`src/rtl/cla64_issue_stage_if.sv`:
```
// cla64_issue_stage_if
//
// Groups the op-request and result handshakes of cla64_issue_stage.
//
//   in_valid / in_ready      op request handshake
//   in_op                    00 ADD, 01 SUB, 10 ADC, 11 SBB
//   in_a, in_b               64-bit operands
//   in_tag                   opaque tag carried alongside the op
//   out_valid / out_ready    result handshake
//   out_result               registered sum (or saturated value)
//   out_ovf                  registered signed overflow
//   out_carry                registered carry-out (SUB/SBB: 1 = no borrow)
//   out_tag                  tag of the result
//
// Modports: master = producer/consumer side, slave = the issue stage.

interface cla64_issue_stage_if #(
    parameter int unsigned TAG_W = 4
) ();

    logic             in_valid;
    logic             in_ready;
    logic [1:0]       in_op;
    logic [63:0]      in_a;
    logic [63:0]      in_b;
    logic [TAG_W-1:0] in_tag;

    logic             out_valid;
    logic             out_ready;
    logic [63:0]      out_result;
    logic             out_ovf;
    logic             out_carry;
    logic [TAG_W-1:0] out_tag;

    modport master (
        output in_valid, in_op, in_a, in_b, in_tag, out_ready,
        input  in_ready, out_valid, out_result, out_ovf, out_carry, out_tag
    );

    modport slave (
        input  in_valid, in_op, in_a, in_b, in_tag, out_ready,
        output in_ready, out_valid, out_result, out_ovf, out_carry, out_tag
    );

endinterface

```
`src/rtl/cla64_issue_stage.sv`:
```
// cla64_issue_stage
//
// Two-stage operand-issue / result-capture wrapper around an external 64-bit CLA adder.
// S1 registers the accepted op and drives the adder combinationally; S2 captures the
// adder's sum, signed overflow and a reconstructed carry-out. A carry flag, updated as
// each op leaves S1, feeds ADC/SBB so long chains build multi-precision arithmetic.
//
// Ports:
//   clk, rst_n     clock (rising edge), asynchronous active-low reset
//   bus            cla64_issue_stage_if.slave: request and result handshakes
//   carry_clr      one-cycle pulse clearing the carry flag (wins over an update)
//   add_a, add_b   adder operands (add_b is ~B for SUB/SBB)
//   add_cin        adder carry-in
//   add_s, add_ovf adder sum and signed overflow, combinational return
//
// Parameters:
//   TAG_W          tag width (must match the interface instance)
//   CARRY_RST      reset value of the carry flag
//
// Configuration macro: CLA64_ISSUE_SAT_EN
//   defined   -> on signed overflow S2 captures the signed saturation value
//   undefined -> S2 always captures the wrapped adder sum

module cla64_issue_stage #(
    parameter int unsigned TAG_W     = 4,
    parameter bit          CARRY_RST = 1'b0
) (
    input  logic                     clk,
    input  logic                     rst_n,
    cla64_issue_stage_if.slave       bus,
    input  logic                     carry_clr,
    output logic [63:0]              add_a,
    output logic [63:0]              add_b,
    output logic                     add_cin,
    input  logic [63:0]              add_s,
    input  logic                     add_ovf
);

    typedef enum logic [1:0] {
        OpAdd = 2'b00,
        OpSub = 2'b01,
        OpAdc = 2'b10,
        OpSbb = 2'b11
    } op_e;

    // S1: registered operand stage
    logic             s1_valid_q, s1_valid_d;
    op_e              s1_op_q, s1_op_d;
    logic [63:0]      s1_a_q, s1_a_d;
    logic [63:0]      s1_b_q, s1_b_d;
    logic [TAG_W-1:0] s1_tag_q, s1_tag_d;

    // S2: registered result stage
    logic             out_valid_q, out_valid_d;
    logic [63:0]      out_result_q, out_result_d;
    logic             out_ovf_q, out_ovf_d;
    logic             out_carry_q, out_carry_d;
    logic [TAG_W-1:0] out_tag_q, out_tag_d;

    // Multi-precision carry flag
    logic             carry_q, carry_d;

    logic s2_free;
    logic s1_adv;
    logic in_ready;
    logic accept;
    logic c63;
    logic cout;
    logic [63:0] result_sel;

    // Handshake. in_ready depends only on state and out_ready, never on in_valid.
    assign s2_free  = ~out_valid_q | bus.out_ready;
    assign s1_adv   = s1_valid_q & s2_free;
    assign in_ready = ~s1_valid_q | s2_free;
    assign accept   = bus.in_valid & in_ready;

    // Adder drive from S1
    always_comb begin
        add_a   = s1_a_q;
        add_b   = s1_b_q;
        add_cin = 1'b0;
        unique case (s1_op_q)
            OpAdd: begin
                add_cin = 1'b0;
            end
            OpSub: begin
                add_b   = ~s1_b_q;
                add_cin = 1'b1;
            end
            OpAdc: begin
                add_cin = carry_q;
            end
            OpSbb: begin
                add_b   = ~s1_b_q;
                add_cin = carry_q;
            end
        endcase
    end

    // The adder exports only the sum; recover the carry into bit 63 from the sum bit
    // and then form the carry out of the MSB.
    assign c63  = add_s[63] ^ add_a[63] ^ add_b[63];
    assign cout = (add_a[63] & add_b[63]) | ((add_a[63] ^ add_b[63]) & c63);

`ifdef CLA64_ISSUE_SAT_EN
    // Signed saturation: overflow direction follows the sign of operand A.
    always_comb begin
        result_sel = add_s;
        if (add_ovf) begin
            result_sel = add_a[63] ? 64'h8000_0000_0000_0000 : 64'h7FFF_FFFF_FFFF_FFFF;
        end
    end
`else
    assign result_sel = add_s;
`endif

    // S1 next state
    always_comb begin
        s1_valid_d = s1_valid_q;
        s1_op_d    = s1_op_q;
        s1_a_d     = s1_a_q;
        s1_b_d     = s1_b_q;
        s1_tag_d   = s1_tag_q;
        if (accept) begin
            s1_valid_d = 1'b1;
            s1_op_d    = op_e'(bus.in_op);
            s1_a_d     = bus.in_a;
            s1_b_d     = bus.in_b;
            s1_tag_d   = bus.in_tag;
        end else if (s1_adv) begin
            s1_valid_d = 1'b0;
        end
    end

    // S2 next state
    always_comb begin
        out_valid_d  = out_valid_q;
        out_result_d = out_result_q;
        out_ovf_d    = out_ovf_q;
        out_carry_d  = out_carry_q;
        out_tag_d    = out_tag_q;
        if (s1_adv) begin
            out_valid_d  = 1'b1;
            out_result_d = result_sel;
            out_ovf_d    = add_ovf;
            out_carry_d  = cout;
            out_tag_d    = s1_tag_q;
        end else if (bus.out_ready) begin
            out_valid_d  = 1'b0;
        end
    end

    // Carry flag: the op entering S1 on the same edge sees the new value next cycle,
    // so back-to-back ADC/SBB chains need no stall.
    always_comb begin
        carry_d = carry_q;
        if (carry_clr) begin
            carry_d = 1'b0;
        end else if (s1_adv) begin
            carry_d = cout;
        end
    end

    always_ff @(posedge clk or negedge rst_n) begin
        if (!rst_n) begin
            s1_valid_q <= 1'b0;
            s1_op_q    <= OpAdd;
            s1_a_q     <= '0;
            s1_b_q     <= '0;
            s1_tag_q   <= '0;
        end else begin
            s1_valid_q <= s1_valid_d;
            s1_op_q    <= s1_op_d;
            s1_a_q     <= s1_a_d;
            s1_b_q     <= s1_b_d;
            s1_tag_q   <= s1_tag_d;
        end
    end

    always_ff @(posedge clk or negedge rst_n) begin
        if (!rst_n) begin
            out_valid_q  <= 1'b0;
            out_result_q <= '0;
            out_ovf_q    <= 1'b0;
            out_carry_q  <= 1'b0;
            out_tag_q    <= '0;
        end else begin
            out_valid_q  <= out_valid_d;
            out_result_q <= out_result_d;
            out_ovf_q    <= out_ovf_d;
            out_carry_q  <= out_carry_d;
            out_tag_q    <= out_tag_d;
        end
    end

    always_ff @(posedge clk or negedge rst_n) begin
        if (!rst_n) begin
            carry_q <= CARRY_RST;
        end else begin
            carry_q <= carry_d;
        end
    end

    assign bus.in_ready   = in_ready;
    assign bus.out_valid  = out_valid_q;
    assign bus.out_result = out_result_q;
    assign bus.out_ovf    = out_ovf_q;
    assign bus.out_carry  = out_carry_q;
    assign bus.out_tag    = out_tag_q;

endmodule

```
`src/flat_wrapper.sv`:
```
// flat-port wrapper written by rule: the top's interface ports become plain ports
module cla64_issue_stage_flat 
#(
    parameter int unsigned TAG_W     = 4,
    parameter bit          CARRY_RST = 1'b0
)
  (clk, rst_n, carry_clr, add_a, add_b, add_cin, add_s, add_ovf, bus_in_valid, bus_in_op, bus_in_a, bus_in_b, bus_in_tag, bus_out_ready, bus_in_ready, bus_out_valid, bus_out_result, bus_out_ovf, bus_out_carry, bus_out_tag);
  cla64_issue_stage_if #(.TAG_W(TAG_W)) bus_i ();
  input  logic clk;
  input  logic rst_n;
  input  logic carry_clr;
  output logic [63:0] add_a;
  output logic [63:0] add_b;
  output logic add_cin;
  input  logic [63:0] add_s;
  input  logic add_ovf;
  input wire logic [$bits(bus_i.in_valid)-1:0] bus_in_valid;
  input wire logic [$bits(bus_i.in_op)-1:0] bus_in_op;
  input wire logic [$bits(bus_i.in_a)-1:0] bus_in_a;
  input wire logic [$bits(bus_i.in_b)-1:0] bus_in_b;
  input wire logic [$bits(bus_i.in_tag)-1:0] bus_in_tag;
  input wire logic [$bits(bus_i.out_ready)-1:0] bus_out_ready;
  output wire logic [$bits(bus_i.in_ready)-1:0] bus_in_ready;
  output wire logic [$bits(bus_i.out_valid)-1:0] bus_out_valid;
  output wire logic [$bits(bus_i.out_result)-1:0] bus_out_result;
  output wire logic [$bits(bus_i.out_ovf)-1:0] bus_out_ovf;
  output wire logic [$bits(bus_i.out_carry)-1:0] bus_out_carry;
  output wire logic [$bits(bus_i.out_tag)-1:0] bus_out_tag;
  assign bus_i.in_valid = bus_in_valid;
  assign bus_i.in_op = bus_in_op;
  assign bus_i.in_a = bus_in_a;
  assign bus_i.in_b = bus_in_b;
  assign bus_i.in_tag = bus_in_tag;
  assign bus_i.out_ready = bus_out_ready;
  assign bus_in_ready = bus_i.in_ready;
  assign bus_out_valid = bus_i.out_valid;
  assign bus_out_result = bus_i.out_result;
  assign bus_out_ovf = bus_i.out_ovf;
  assign bus_out_carry = bus_i.out_carry;
  assign bus_out_tag = bus_i.out_tag;
  cla64_issue_stage #(.TAG_W(TAG_W), .CARRY_RST(CARRY_RST)) u_core (.clk(clk), .rst_n(rst_n), .bus(bus_i), .carry_clr(carry_clr), .add_a(add_a), .add_b(add_b), .add_cin(add_cin), .add_s(add_s), .add_ovf(add_ovf));
endmodule
```
`config.mk`:
```
export PLATFORM = sky130hd
export DESIGN_NAME = cla64_issue_stage_flat
export DESIGN_NICKNAME = d
export VERILOG_FILES = /design/src/rtl/cla64_issue_stage_if.sv /design/src/rtl/cla64_issue_stage.sv /design/src/flat_wrapper.sv
export SDC_FILE = /design/constraint.sdc
export NUM_CORES = 1
export LEC_CHECK = 0
export BUFFER_PORTS_ARGS = -buffer_cell sky130_fd_sc_hd__buf_2
export CAP_MARGIN = 20
export CORE_AREA = 2 2 156 158
export DETAILED_ROUTE_END_ITERATION = 8
export DIE_AREA = 0 0 158 160
export PLACE_DENSITY = 0.66
export SLEW_MARGIN = 20
export SYNTH_ARGS = -nofsm -noshare
export SYNTH_HDL_FRONTEND = slang
export SYNTH_SLANG_ARGS = --single-unit
```
`constraint.sdc`:
```
create_clock -name clk -period 5 [get_ports clk]
set_clock_uncertainty 0.2 [all_clocks]
set_input_delay 0.75 -clock clk [delete_from_list [all_inputs] [get_ports clk]]
set_output_delay 0.75 -clock clk [all_outputs]
set_load 0.03 [all_outputs]
```
==> results.json, run 1 <==
{
  "synth-compound-area-share_pct": 0.213,
  "setup_violations": 0,
  "drt-pass1-iter-count": 4,
  "cp_cell_sequence": "xor2_1 -> buf_2",
  "worstPathRequired_ns": 4.05,
  "grt_pass1_vias": 6042,
  "die_area_sq_mm": 0.0253,
  "ir_drop_mv": 0.251,
  "arrival_ns": 2.26,
  "synth_fa_ha_area_share_pct": 0.128,
  "cts_buffer_depth": 3,
  "grtUsageMet3_pct": 5.51,
  "root_buffer": "clkbuf_16",
  "crit_slowest_cell": "dfrtp_4",
  "numCtsBuffers": 25,
  "dp.final_hpwl_mm": 15.1,
  "area.growth.synth_to_final_pct": 34.5,
  "io_buffers": 404,
  "post_cts_resized": 0,
  "relSlewSlack_pct": 26.1,
  "cts_tree": "done",
  "fp.dieW_um": 158,
  "met2_usage_pct": 27.8,
  "period_minus_slack_ns": 3.21,
  "vias": 5664,
  "grt_start_max_net_pins": 114,
  "drive_above_1_share_pct": 69.7,
  "syn_area_sq_mm": 0.00881,
  "synthCells": 518,
  "yosys.area_share.xor_xnor_pct": 6.36,
  "synth-simple-area-share_pct": 0.653,
  "busiest_layer": "met2",
  "vias_per_cell": 4.48,
  "ys_top_cells_by_area": "dfrtp_1 59%, mux2_4 17%, mux2_2 14%, xor2_1 6.4%, buf_12 1.6%",
  "grtUsageMet1_pct": 19.2,
  "rows": 57,
  "yosysWarnings": 0,
  "synth_nets": 722,
  "max_freq_mhz": 311,
  "p_leak_nw": 6.00,
  "critPathKind": "reg2out",
  "status": "finished clean",
  "grt_pass1_wl_mm": 32.8,
  "grt_setup_unrepaired": "false",
  "synth.avg_cell_area_sq_um": 17.0,
  "drt_iter0_markers": 199,
  "synth_top_area_share_pct": 58.8,
  "synth_cell_types": 19,
  "cts_sinks": 207,
  "drv_slew": 0,
  "hold_path.class": "in2async",
  "tightest_slew_ns": 1.11,
  "clk_pin_slew_ns": 0.06,
  "power_mw": 5.70,
  "p_per_area_mw_per_mm2": 481,
  "synth_top_family_by_area": "multiplexers",
  "crit_family": "flip-flops",
  "fin_crit_sh_pct": 64.3,
  "wirelength_mm": 21.3,
  "synth-seq-cells": 207,
  "cts_setup_buffers": 0,
  "path_max_fanout": 66,
  "nFillCells": 2172,
  "die_h_um": 160,
  "hold_violations": 0,
  "final_nets": 1128,
  "slowest_delay_ns": 1.10,
  "worstSetupEndpointType": "output port",
  "core_sq_mm": 0.0238,
  "cts_max_level": 1,
  "crit_buf_inv": 1,
  "antenna_found_initial": 2,
  "drcViolationCount": 0,
  "ioPinCount": 405,
  "avgRoutedWirePerCell_um": 16.9,
  "maxCapViolations": 0,
  "gr-total-overflow": 0,
  "ctsHoldBuffers": 0,
  "place_congestion": 0.789,
  "clock_latency_ns": 0.52,
  "worst_setup_path_start_kind": "flip-flop",
  "yosys.area.top_type": "dfrtp_1",
  "ant_nets": 0,
  "start_util_pct": 37.0,
  "ys_seq_area_share_pct": 58.8,
  "grt_use_total_pct": 16.4,
  "synth_mux_area_share_pct": 30.4,
  "finalSetupTns_ns": 0
}
final timing paths:
kind	startpoint	to	slack, ns	cells past startpoint
worst max-delay path	u_core.s1_op_q[0]	add_b[63]	1.79	2
worst min-delay path	rst_n	u_core.bus.out_result[0]	0.05	1
worst max register to register	u_core.s1_valid_q	u_core.s1_b_q[49]	2.46	4
worst min register to register	u_core.add_a[58]	u_core.add_a[58]	0.30	1
max in group asynchronous	rst_n	u_core.s1_b_q[35]	3.54	2
min in group clk	carry_clr	u_core.carry_q	0.19	2
cells in the mapped netlist:
library cell and n:
a21oi_1 1, a311oi_1 1, and2_4 1, buf_12 7, buf_2 9, buf_4 7, buf_6 5, clkbuf_1 1
dfrtp_1 207, inv_1 1, maj3_2 1, mux2_2 106, mux2_4 99, nand2_1 2, nand2_4 1, nand2b_1 3
nand3b_2 1, o21ai_0 1, xor2_1 64
cells by family (layout without fill, tap and decap cells):
group | after synthesis | after routing
flip-flops | 207 | 207
AND/OR/NAND/NOR | 8 | 8
adder cells (fa/ha/maj) | 1 | 1
buffers and inverters | 30 | 452
AO/OA/AOI/OAI | 3 | 3
other | 0 | 1
multiplexers | 205 | 205
XOR/XNOR | 64 | 64
stage by stage:
step | cells | util, % | area (sq um) | worst slack (ns) | hold WS [ns]
floorplan | 518 | - | 8810 | 2.64 | 0.254
global placement | 1221 | 46.2 | 11000 | 2.01 | 0.283
detailed placement | 1221 | 46.2 | 11000 | 1.99 | 0.288
CTS | 1264 | 49.7 | 11800 | 1.72 | 0.0524
global route | 1265 | 49.8 | 11900 | 1.65 | 0.0731
finish | 1265 | 49.8 | 11900 | 1.79 | 0.0499
cell usage in the layout (no fill, tap or decap):
master,synthesis,layout
buf_2,9,403
dfrtp_1,207,206
mux2_2,106,106
mux2_4,99,99
xor2_1,64,64
clkbuf_16,0,25
clkbuf_8,0,9
clkbuf_1,1,6
nand2b_1,3,3
buf_4,7,3
nand2_1,2,2
bufinv_16,0,2
diode_2,0,1
nand3b_2,1,1
and2_4,1,1
nand2_8,0,1
inv_1,1,1
maj3_2,1,1
o21ai_0,1,1
a21oi_1,1,1
a311oi_1,1,1
inv_16,0,1
clkinvlp_4,0,1
buf_12,7,1
dfrtp_4,0,1
cell type report:
| class | instances | area, sq um | share of cell area, % |
|---|---|---|---|
| Inverter | 1 | 3.75 | 0.0317 |
| Sequential cell | 207 | 5180 | 43.7 |
| Multi-Input combinational cell | 281 | 3340 | 28.2 |
| Antenna cell | 1 | 2.50 | 0.0211 |
| Clock buffer | 39 | 758 | 6.40 |
| Tap cell | 324 | 405 | 3.42 |
| Clock inverter | 4 | 87.6 | 0.739 |
| Timing Repair Buffer | 408 | 2070 | 17.5 |
state kept, by name, summed over array words and instances, names as in the netlist:
signal                 count
u_core.s1_op_q             2
u_core.s1_tag_q            4
u_core.bus.out_tag         4
u_core.bus.out_carry       1
u_core.bus.out_valid       1
u_core.carry_q             1
u_core.s1_b_q             64
u_core.add_a              64
u_core.bus.out_ovf         1
u_core.s1_valid_q          1
u_core.bus.out_result     64
power breakdown:
group	switching [mW]	total (mW)	internal, mW	leakage (nW)
clock	0.697	1.84	1.14	0.411
sequential	0.189	2.13	1.94	2.42
combinational	1.07	1.73	0.658	3.18
per-layer routing:
layer / vias up / part of all wire [%]
li1: 2592 / -
met1: 2772 / 39
met2: 247 / 49
met3: 51 / 9.4
met4: 2 / 3.2
met5: - / 0.061
Note: power is estimated with default switching activity, not from simulation.
==> run 2: changes to the inputs <==
--- a/config.mk
+++ b/config.mk
@@ -5,12 +5,14 @@
 export SDC_FILE = /design/constraint.sdc
 export NUM_CORES = 1
 export LEC_CHECK = 0
+export ABC_AREA = 1
 export BUFFER_PORTS_ARGS = -buffer_cell sky130_fd_sc_hd__buf_2
 export CAP_MARGIN = 20
-export CORE_AREA = 2 2 156 158
+export CORE_ASPECT_RATIO = 0.6
+export CORE_MARGIN = 2
+export CORE_UTILIZATION = 42
 export DETAILED_ROUTE_END_ITERATION = 8
-export DIE_AREA = 0 0 158 160
-export PLACE_DENSITY = 0.66
+export PLACE_DENSITY = 0.76
 export SLEW_MARGIN = 20
 export SYNTH_ARGS = -nofsm -noshare
 export SYNTH_HDL_FRONTEND = slang
==> constraint.sdc (replaced) <==
create_clock -name clk -period 2.85 [get_ports clk]
set_clock_uncertainty 0.2 [all_clocks]
set_input_delay 0.4275 -clock clk [delete_from_list [all_inputs] [get_ports clk]]
set_output_delay 0.4275 -clock clk [all_outputs]
set_load 0.03 [all_outputs]
==> results.json, run 2 <==
{
  "status": "finished clean",
  "place_congestion": 0.802,
  "ys_top_cells_by_area": "dfrtp_1 60%, nand2_1 20%, nand3_1 7.5%, xor2_1 6.4%, buf_2 2.6%",
  "cts_max_level": 1,
  "synth.avg_cell_area_sq_um": 8.95,
  "ir_drop_mv": 0.608,
  "maxCapViolations": 0,
  "drt_iter0_markers": 547,
  "numCtsBuffers": 20,
  "crit_family": "flip-flops",
  "seqCellArea_sq_mm": 0.00518,
  "layout_common_cells": "465 x nand2_1, 402 x buf_2, 206 x dfrtp_1",
  "ioPinCount": 405,
  "synthCells": 961,
  "synth_mux_area_share_pct": 0,
  "core_sq_mm": 0.0201,
  "grt_setup_unrepaired": "false",
  "synth-simple-area-share_pct": 28.4,
  "crit_slowest_cell": "dfrtp_4",
  "slowest_delay_ns": 0.72,
  "io_buffers": 404,
  "die_area_sq_mm": 0.0217,
  "vias_per_cell": 4.91,
  "nFillCells": 1471,
  "synth_edf_count": 0,
  "clk_pin_slew_ns": 0.06,
  "yosysMostFrequentCell": "nand2_1",
  "yosys.area_share.xor_xnor_pct": 6.41,
  "worstPathRequired_ns": 2.22,
  "grt_pass1_wl_mm": 46.2,
  "synth_nets": 1165,
  "finalSetupTns_ns": 0,
  "yosys.area.top_type": "dfrtp_1",
  "p_leak_nw": 7.45,
  "fp.dieW_um": 189,
  "worstSetupEndpointType": "output port",
  "cts_tree": "done",
  "setup_violations": 0,
  "synth-compound-area-share_pct": 0.756,
  "hold_path.class": "in2reg",
  "synth_top_area_share_pct": 60.2,
  "drcViolationCount": 0,
  "synthTopCellsByCount": "465 x nand2_1, 207 x dfrtp_1, 129 x nand3_1",
  "grt_use_total_pct": 26.8,
  "fin_crit_sh_pct": 92.6,
  "die_h_um": 115,
  "worst_setup_path_start_kind": "flip-flop",
  "tightest_slew_ns": 0.703,
  "synth_fa_ha_area_share_pct": 0,
  "ys_seq_area_share_pct": 60.2,
  "avgRoutedWirePerCell_um": 16.6,
  "critPathKind": "reg2out",
  "start_util_pct": 42.9,
  "area.growth.synth_to_final_pct": 56.5,
  "yosysWarnings": 0,
  "antenna_found_initial": 3,
  "vias": 8932,
  "clock_latency_ns": 0.48,
  "grt_start_max_net_pins": 129,
  "p_per_area_mw_per_mm2": 764,
  "ant_nets": 0,
  "post_cts_resized": 0,
  "path_max_fanout": 28,
  "wirelength_mm": 30.3,
  "period_minus_slack_ns": 2.64,
  "synth_top_family_by_area": "simple AND/OR/NAND/NOR gates",
  "rows": 40,
  "cts_sinks": 207,
  "final_common_cell": "nand2_1",
  "cts_buffer_depth": 3,
  "power_mw": 10.3,
  "multi_input_area_sq_mm": 0.00307,
  "final_nets": 1734,
  "synth_cell_types": 16,
  "drive_above_1_share_pct": 29.4,
  "relSlewSlack_pct": 53.2,
  "gr-total-overflow": 0,
  "crit_buf_inv": 2,
  "postSynth.asyncResetShare_pct": 100,
  "synth-seq-cells": 207,
  "drv_slew": 0,
  "ys.flop_type": "dfrtp_1",
  "grt_pass1_vias": 8958,
  "max_freq_mhz": 379,
  "hold_violations": 0,
  "drt-pass1-iter-count": 6,
  "root_buffer": "clkbuf_16",
  "cp_cell_sequence": "buf_12 -> xor2_1 -> buf_2",
  "syn_area_sq_mm": 0.00860,
  "arrival_ns": 2.01,
  "dp.final_hpwl_mm": 17.2
}
==> run 2: cell count changes in the layout (fill, tap and decap cells not counted), moves of 5 or more <==
| cell | previous run | this run |
|---|---|---|
| o21ai_0 | 1 | 6 |
| nor2_1 | 0 | 8 |
| clkbuf_8 | 9 | 3 |
| dlygate4sd3_1 | 0 | 194 |
| a21oi_1 | 1 | 7 |
| inv_1 | 1 | 7 |
| mux2_4 | 99 | 0 |
| buf_12 | 1 | 7 |
| nand3_1 | 0 | 129 |
| nand2_1 | 2 | 465 |
| mux2_2 | 106 | 0 |
==> run 2: worst register-to-register path: stages (launching register included) <==
cell and delay [ns]:
dfrtp_1 0.42, nand3_4 0.29, nand2_4 0.39, buf_12 0.32, nor2_1 0.12, a21oi_1 0.11
==> run 2: kinds of logic after synthesis <==
logic type             Yosys count
AND/OR/NAND/NOR                605
AO/OA/AOI/OAI                   13
flip-flops                     207
XOR/XNOR                        63
buffers and inverters           73
==> run 2: final timing paths <==
check,end,slack [ns],startpoint,cells after the start
max in group asynchronous,u_core.add_a[9],1.38,rst_n,3
worst max register to register,u_core.s1_tag_q[1],0.91,u_core.bus.out_valid,5
min in group asynchronous,u_core.add_a[42],0.30,rst_n,2
worst max-delay path,add_b[47],0.21,u_core.s1_op_q[0],3
worst min register to register,u_core.add_a[19],0.27,u_core.add_a[19],2
worst min-delay path,u_core.s1_b_q[63],0.004,bus_in_b[63],3
==> run 2: metal layers <==
metal	vias to the layer above	GRT usage (%)	wire, um
li1	4128	-	-
met1	4254	32.5	11800
met2	450	46.4	14900
met3	100	6.07	2340
met4	0	11.9	1230
met5	-	0	0
==> run 2: layout make-up <==
type	instances	share of cell area [%]
well taps	273	2.54
clock inverters	8	0.725
diodes	5	0.0929
flip-flops and latches	207	38.5
inverters	9	0.251
clock buffers	26	4.19
multi-input cells	681	22.8
repair buffers	611	30.9
==> run 2: metrics by stage <==
stage | std cells | hold WS, ns | setup WS [ns] | cell area, sq um | utilization [%]
global placement | 1587 | 0.249 | 0.783 | 10900 | 54.1
finish | 1820 | 0.00377 | 0.211 | 13500 | 67.1
floorplan | 961 | -0.0681 | 0.938 | 8600 | -
detailed placement | 1587 | 0.256 | 0.784 | 10900 | 54.1
global route | 1818 | 0.0119 | 0.145 | 13500 | 67.1
CTS | 1814 | 0.00233 | 0.243 | 13400 | 67.0
==> run 2: power by group <==
group	switching (mW)	leakage [nW]	internal, mW
Clock	1.13	0.317	1.58
Sequential	0.387	2.52	3.48
Combinational	2.58	4.61	1.13
==> run 2: what timing repair did <==
action | CTS | global route
endpoints found under the hold margin | 253 | 1
buffers inserted | 0 | 0
hold buffers | 193 | 1
